`config.mk`:
```
export PLATFORM = sky130hd
export DESIGN_NAME = mat_addr_gen
export DESIGN_NICKNAME = d
export VERILOG_FILES = /design/src/rtl/mat_pkg.sv /design/src/rtl/mat_loop_cnt.sv /design/src/rtl/mat_addr_gen.sv
export SDC_FILE = /design/constraint.sdc
export NUM_CORES = 1
export LEC_CHECK = 0
export CAP_MARGIN = 0
export CORE_MARGIN = 5
export CORE_UTILIZATION = 49
export DETAILED_ROUTE_END_ITERATION = 16
export PLACE_DENSITY_LB_ADDON = 0.12
export REMOVE_ABC_BUFFERS = 1
export SYNTH_ARGS = -nofsm -noshare
export SYNTH_HDL_FRONTEND = slang
export SYNTH_HIERARCHICAL = 1
export SYNTH_SLANG_ARGS = --single-unit
```
`constraint.sdc`:
```
create_clock -name clk -period 2.54 [get_ports clk]
set_input_delay 0.508 -clock clk [delete_from_list [all_inputs] [get_ports clk]]
set_output_delay 0.508 -clock clk [all_outputs]
set_load 0.005 [all_outputs]
```
`src/rtl/mat_pkg.sv`:
```
// Shared types and default dimensions for the matrix-multiply address sequencer.
package mat_pkg;

   typedef enum logic {
      IDLE = 1'b0,
      RUN  = 1'b1
   } state_t;

   localparam int MAT_M = 8;
   localparam int MAT_N = 8;
   localparam int MAT_K = 8;

   // Counter width that stays legal for a degenerate dimension of 1.
   function automatic int cnt_w(input int n);
      return (n > 1) ? $clog2(n) : 1;
   endfunction

endpackage

```
`src/rtl/mat_loop_cnt.sv`:
```
// Wrap counter for one level of the (m, n, k) loop nest; wrap fires on the
// enabled step that returns the count to zero.
module mat_loop_cnt
   import mat_pkg::*;
#(
   parameter int MAX = 8,
   parameter int W   = cnt_w(MAX)
) (
   input  logic         clk,
   input  logic         rst,
   input  logic         en,
   input  logic         clr,
   output logic [W-1:0] cnt,
   output logic         wrap
);

   localparam logic [W-1:0] LAST = W'(MAX - 1);

   logic [W-1:0] cnt_d, cnt_q;

   always_comb begin
      cnt_d = cnt_q;
      if (clr) begin
         cnt_d = '0;
      end else if (en) begin
         cnt_d = (cnt_q == LAST) ? '0 : cnt_q + W'(1);
      end
   end

   always_ff @(posedge clk) begin
      if (!rst) begin
         cnt_q <= '0;
      end else begin
         cnt_q <= cnt_d;
      end
   end

   assign cnt  = cnt_q;
   assign wrap = en && (cnt_q == LAST);

endmodule

```
`src/rtl/mat_addr_gen.sv`:
```
// Address sequencer walking C[M][N] = A[M][K] x B[K][N], k innermost.
// MAT_AGEN_TRANSPOSE_B_EN adds trans_b for column-major B addressing.
module mat_addr_gen
   import mat_pkg::*;
#(
   parameter int M    = MAT_M,
   parameter int N    = MAT_N,
   parameter int K    = MAT_K,
   parameter int AW_A = $clog2(M*K),
   parameter int AW_B = $clog2(K*N),
   parameter int AW_C = $clog2(M*N)
) (
   input  logic            clk,
   input  logic            rst,
   input  logic            start,
   input  logic            stall,
`ifdef MAT_AGEN_TRANSPOSE_B_EN
   input  logic            trans_b,
`endif
   output logic            busy,
   output logic            valid,
   output logic [AW_A-1:0] addr_a,
   output logic [AW_B-1:0] addr_b,
   output logic [AW_C-1:0] addr_c,
   output logic            acc_first,
   output logic            acc_last,
   output logic            done
);

   localparam int KW = cnt_w(K);
   localparam int NW = cnt_w(N);
   localparam int MW = cnt_w(M);
   localparam logic [KW-1:0]   K_LAST = KW'(K - 1);
   localparam logic [NW-1:0]   N_LAST = NW'(N - 1);
   localparam logic [MW-1:0]   M_LAST = MW'(M - 1);
   localparam logic [AW_A-1:0] A_ROW  = AW_A'(K);

   state_t state_d, state_q;
   logic   run, launch, accept, done_d, done_q;
   logic   k_wrap, n_wrap, m_wrap;
   logic [KW-1:0] k_cnt;
   logic [NW-1:0] n_cnt;
   logic [MW-1:0] m_cnt;

   logic [AW_A-1:0] a_d, a_q, a_base_d, a_base_q;
   logic [AW_B-1:0] b_d, b_q, b_base_d, b_base_q, b_kstep, b_nstep;
   logic [AW_C-1:0] c_d, c_q;

   assign run    = (state_q == RUN);
   assign launch = (state_q == IDLE) && start;
   assign accept = run && !stall;

   mat_loop_cnt #(.MAX(K), .W(KW)) u_k_cnt (
      .clk(clk), .rst(rst), .en(accept), .clr(launch), .cnt(k_cnt), .wrap(k_wrap)
   );
   mat_loop_cnt #(.MAX(N), .W(NW)) u_n_cnt (
      .clk(clk), .rst(rst), .en(k_wrap), .clr(launch), .cnt(n_cnt), .wrap(n_wrap)
   );
   mat_loop_cnt #(.MAX(M), .W(MW)) u_m_cnt (
      .clk(clk), .rst(rst), .en(n_wrap), .clr(launch), .cnt(m_cnt), .wrap(m_wrap)
   );

   // State register
   always_ff @(posedge clk) begin
      if (!rst) begin
         state_q <= IDLE;
         done_q  <= 1'b0;
      end else begin
         state_q <= state_d;
         done_q  <= done_d;
      end
   end

   // Next-state logic
   always_comb begin
      state_d = state_q;
      case (state_q)
         IDLE:    if (start)  state_d = RUN;
         RUN:     if (m_wrap) state_d = IDLE;
         default: state_d = IDLE;
      endcase
   end

   assign done_d = accept && (k_cnt == K_LAST) && (n_cnt == N_LAST) && (m_cnt == M_LAST);

`ifdef MAT_AGEN_TRANSPOSE_B_EN
   logic trans_d, trans_q;

   always_comb begin
      trans_d = trans_q;
      if (launch) trans_d = trans_b;
   end

   always_ff @(posedge clk) begin
      if (!rst) begin
         trans_q <= 1'b0;
      end else begin
         trans_q <= trans_d;
      end
   end

   // Column-major B walks k contiguously and steps a whole column per n.
   assign b_kstep = trans_q ? AW_B'(1) : AW_B'(N);
   assign b_nstep = trans_q ? AW_B'(K) : AW_B'(1);
`else
   assign b_kstep = AW_B'(N);
   assign b_nstep = AW_B'(1);
`endif

   // Incremental address accumulators; bases hold the row start of A and column start of B.
   always_comb begin
      a_d      = a_q;
      a_base_d = a_base_q;
      b_d      = b_q;
      b_base_d = b_base_q;
      c_d      = c_q;
      if (launch) begin
         a_d      = '0;
         a_base_d = '0;
         b_d      = '0;
         b_base_d = '0;
         c_d      = '0;
      end else if (accept) begin
         if (!k_wrap) begin
            a_d = a_q + AW_A'(1);
            b_d = b_q + b_kstep;
         end else if (!n_wrap) begin
            a_d      = a_base_q;
            b_base_d = b_base_q + b_nstep;
            b_d      = b_base_q + b_nstep;
            c_d      = c_q + AW_C'(1);
         end else if (!m_wrap) begin
            a_base_d = a_base_q + A_ROW;
            a_d      = a_base_q + A_ROW;
            b_base_d = '0;
            b_d      = '0;
            c_d      = c_q + AW_C'(1);
         end else begin
            a_d      = '0;
            a_base_d = '0;
            b_d      = '0;
            b_base_d = '0;
            c_d      = '0;
         end
      end
   end

   always_ff @(posedge clk) begin
      a_q      <= a_d;
      a_base_q <= a_base_d;
      b_q      <= b_d;
      b_base_q <= b_base_d;
      c_q      <= c_d;
   end

   // Outputs are forced to zero outside RUN so IDLE and reset present a clean bus.
   always_comb begin
      busy      = run;
      valid     = run;
      addr_a    = run ? a_q : '0;
      addr_b    = run ? b_q : '0;
      addr_c    = run ? c_q : '0;
      acc_first = run && (k_cnt == '0);
      acc_last  = run && (k_cnt == K_LAST);
      done      = done_q;
   end

endmodule

```
==> run metrics <==
status complete, no violations; Die ar. roughly 0.0057 mm^2; hold path start b_q[1]$_SDFFE_PP0P_; cell taking the most area after synthesis dfxtp_1; grt ovf 0; I/O pin total 27; ys async rst share 0; total routing usage reported by global routing 0.173; Setup Crit Path Kind flop to output port; M3 GR Usage 0.0435; CP endpoint kind output port; Detail Placement HPWL roughly 3200 um; layout cells sized above 1 0.0866; GRT busiest layer met2; Worst EP arrival 1830 ps; Seq/Total Area, Yosys 0.390; Post-synth top cells dfxtp_1, and2_1, nor2_1; RR Startpoint u_k_cnt/cnt[0]$_SDFFE_PP0P_; Startpoint Class flop; CTS Hold Buffers Added 0; vias in the first global route 1637; DR pass1 iterations 4; DRT iter0 DRCs between 100 and 150; RSZ-0062 raised after global routing false; met2 Usage GRT 0.290; Max Cap Viol 0; synthesized cell area around 0.0021 mm^2; Critical Path RT 2030 ps; WL per Instance about 13 um; P_leak just under 1 nW; slew margin rel. 0.718; measured slew at the worst slew-check pin about 420 ps; Main synth FF type dfxtp_1; hold slack 457 ps; Via-to-Cell Ratio 5.40; die width about 76 um; clock transition at the registers of the reported paths 80 ps; HP Class flop to flop; Fmax roughly 430 MHz; peak supply drop between 0.3 and 0.4 mV; Area after DPL about 0.0025 mm^2; CTS sink cnt 41; # H-tree levels 2; GP Congestion around 0.74; core area between 0.004 and 0.005 mm^2; Rows 23; Detail Route Antenna Nets 0; CTS root buf clkbuf_8; cell area after layout 0.00254 mm^2; Residual DRC 0; met1 usage 0.217; post-synth top area share 0.390; final max-slew violation count 0; # diodes 0; clk_lat worst skew slightly below 300 ps; largest fanout on the critical path 14; initial antenna violation count 0; CTS Buffer Depth 2; Post-synth EDFFs 0; Worst Clk Skew 5.37 ps; input/output buffers 26; final period utilization 0.919; layout overhead on the synthesized area 20.6%; Synth Instances 242; die height between 70 and 80 um; final WL approximately 4400 um; starting density of the core 0.516; Setup violations, final 0; Synth Warn # 6; most frequent cell after synthesis dfxtp_1; Post-CTS Resized 0; NumNets Final ~290; pin count of the biggest net entering global routing 20; Mean Syn Cell Area between 8 and 9 um^2; power density over the cells 454 mW/mm^2; CTS Buf Count 5; # Post-CTS Setup Buffers 0; Yosys cell types 43; synth top area cells dfxtp_1, and2_1, ha_1; first-pass GRT wire length ~7500 um; placed cells between 300 and 400; Reg2Reg Setup Slack between 400 and 500 ps; Post-Layout Cell Count ~330; post-synthesis register bit count between 40 and 50; vias post-DR around 1800; fin crit period 2330 ps; CP startpoint busy$_SDFF_PN0_; Fin. Hold Viols 0; CTS tree built
[logic make-up (layout without fill, tap and decap cells)]
kind of cell,Yosys count,in the layout,share of synthesized area
and+or+nand+nor,115,115,0.311
AOI/OAI and AO/OA,45,45,0.132
DFF,41,41,0.390
buffers and inverters,15,50,0.0368
adders and majority gates,11,11,0.0653
xor gates and xnor gates,9,9,0.0374
muxes,6,6,0.0285
[routing by layer]
layer	vias up	part of all wire
met5	-	0
met4	0	0.013
met3	6	0.043
met2	33	0.46
met1	804	0.49
li1	923	-
[final timing paths]
| kind | end | cells after the start |
|---|---|---|
| worst max-delay path | acc_first | 3 |
| worst max register to register | a_q[5]$_SDFFE_PP0P_ | 9 |
| worst min-delay path | b_q[1]$_SDFFE_PP0P_ | 2 |
| worst min register to register | b_q[1]$_SDFFE_PP0P_ | 2 |
[cell type report]
class / count / area [um^2]
fillers: 400 / 1550
multi-input cells: 186 / 1210
flip-flops and latches: 41 / 821
repair buffers: 39 / 358
clock buffers: 8 / 80.1
well taps: 50 / 62.6
inverters: 3 / 11.3
[per-stage QoR]
stage	setup TNS, ps	total power, mW	setup slack [ps]	util
floorplan	-7960	0.716	-563	-
global placement	0	0.759	68.4	0.602
detailed placement	0	0.760	10.9	0.602
CTS	0	1.17	177	0.622
global route	0	1.21	77.1	0.622
finish	0	1.15	205	0.622
[cell usage in the layout, fill, tap and decap left out, types with 2 or more instances in the layout]
| cell type | n |
|---|---|
| dfxtp_1 | 41 |
| clkdlybuf4s50_1 | 26 |
| and2_1 | 25 |
| nor2_1 | 20 |
| a21oi_1 | 18 |
| nand2_1 | 15 |
| buf_4 | 13 |
| nand2b_1 | 12 |
| o21ai_0 | 11 |
| ha_1 | 11 |
| nand3_1 | 8 |
| nand3b_1 | 6 |
| mux2i_1 | 6 |
| nand4_1 | 5 |
| xor2_1 | 5 |
| clkbuf_8 | 5 |
| xnor2_1 | 4 |
| and3_1 | 4 |
| a221oi_1 | 3 |
| nor3b_1 | 3 |
| or3_1 | 3 |
| clkbuf_1 | 3 |
| or3b_1 | 3 |
| a21oi_2 | 3 |
| inv_1 | 2 |
| nor4_1 | 2 |
| a31oi_1 | 2 |
| o21a_1 | 2 |
| nor3_1 | 2 |
[where the power goes]
group / switching (mW) / internal (mW)
sequential: 0.0126 / 0.651
clock: 0.215 / 0.195
combinational: 0.0436 / 0.0371
total: 0.272 / 0.883
[state kept, by name, summed over array words and instances, names as in the netlist]
| register | flops |
|---|---|
| a_base_q | 6 |
| a_q | 6 |
| b_base_q | 6 |
| b_q | 6 |
| busy | 1 |
| c_q | 6 |
| done | 1 |
| u_k_cnt/cnt | 3 |
| u_m_cnt/cnt | 3 |
| u_n_cnt/cnt | 3 |
[worst max-delay path, stage by stage (launching register included)]
cell and delay, ps:
dfxtp_1 580, inv_1 120, nor4_1 280, clkdlybuf4s50_1 540
(Power assumes the default switching activity.)
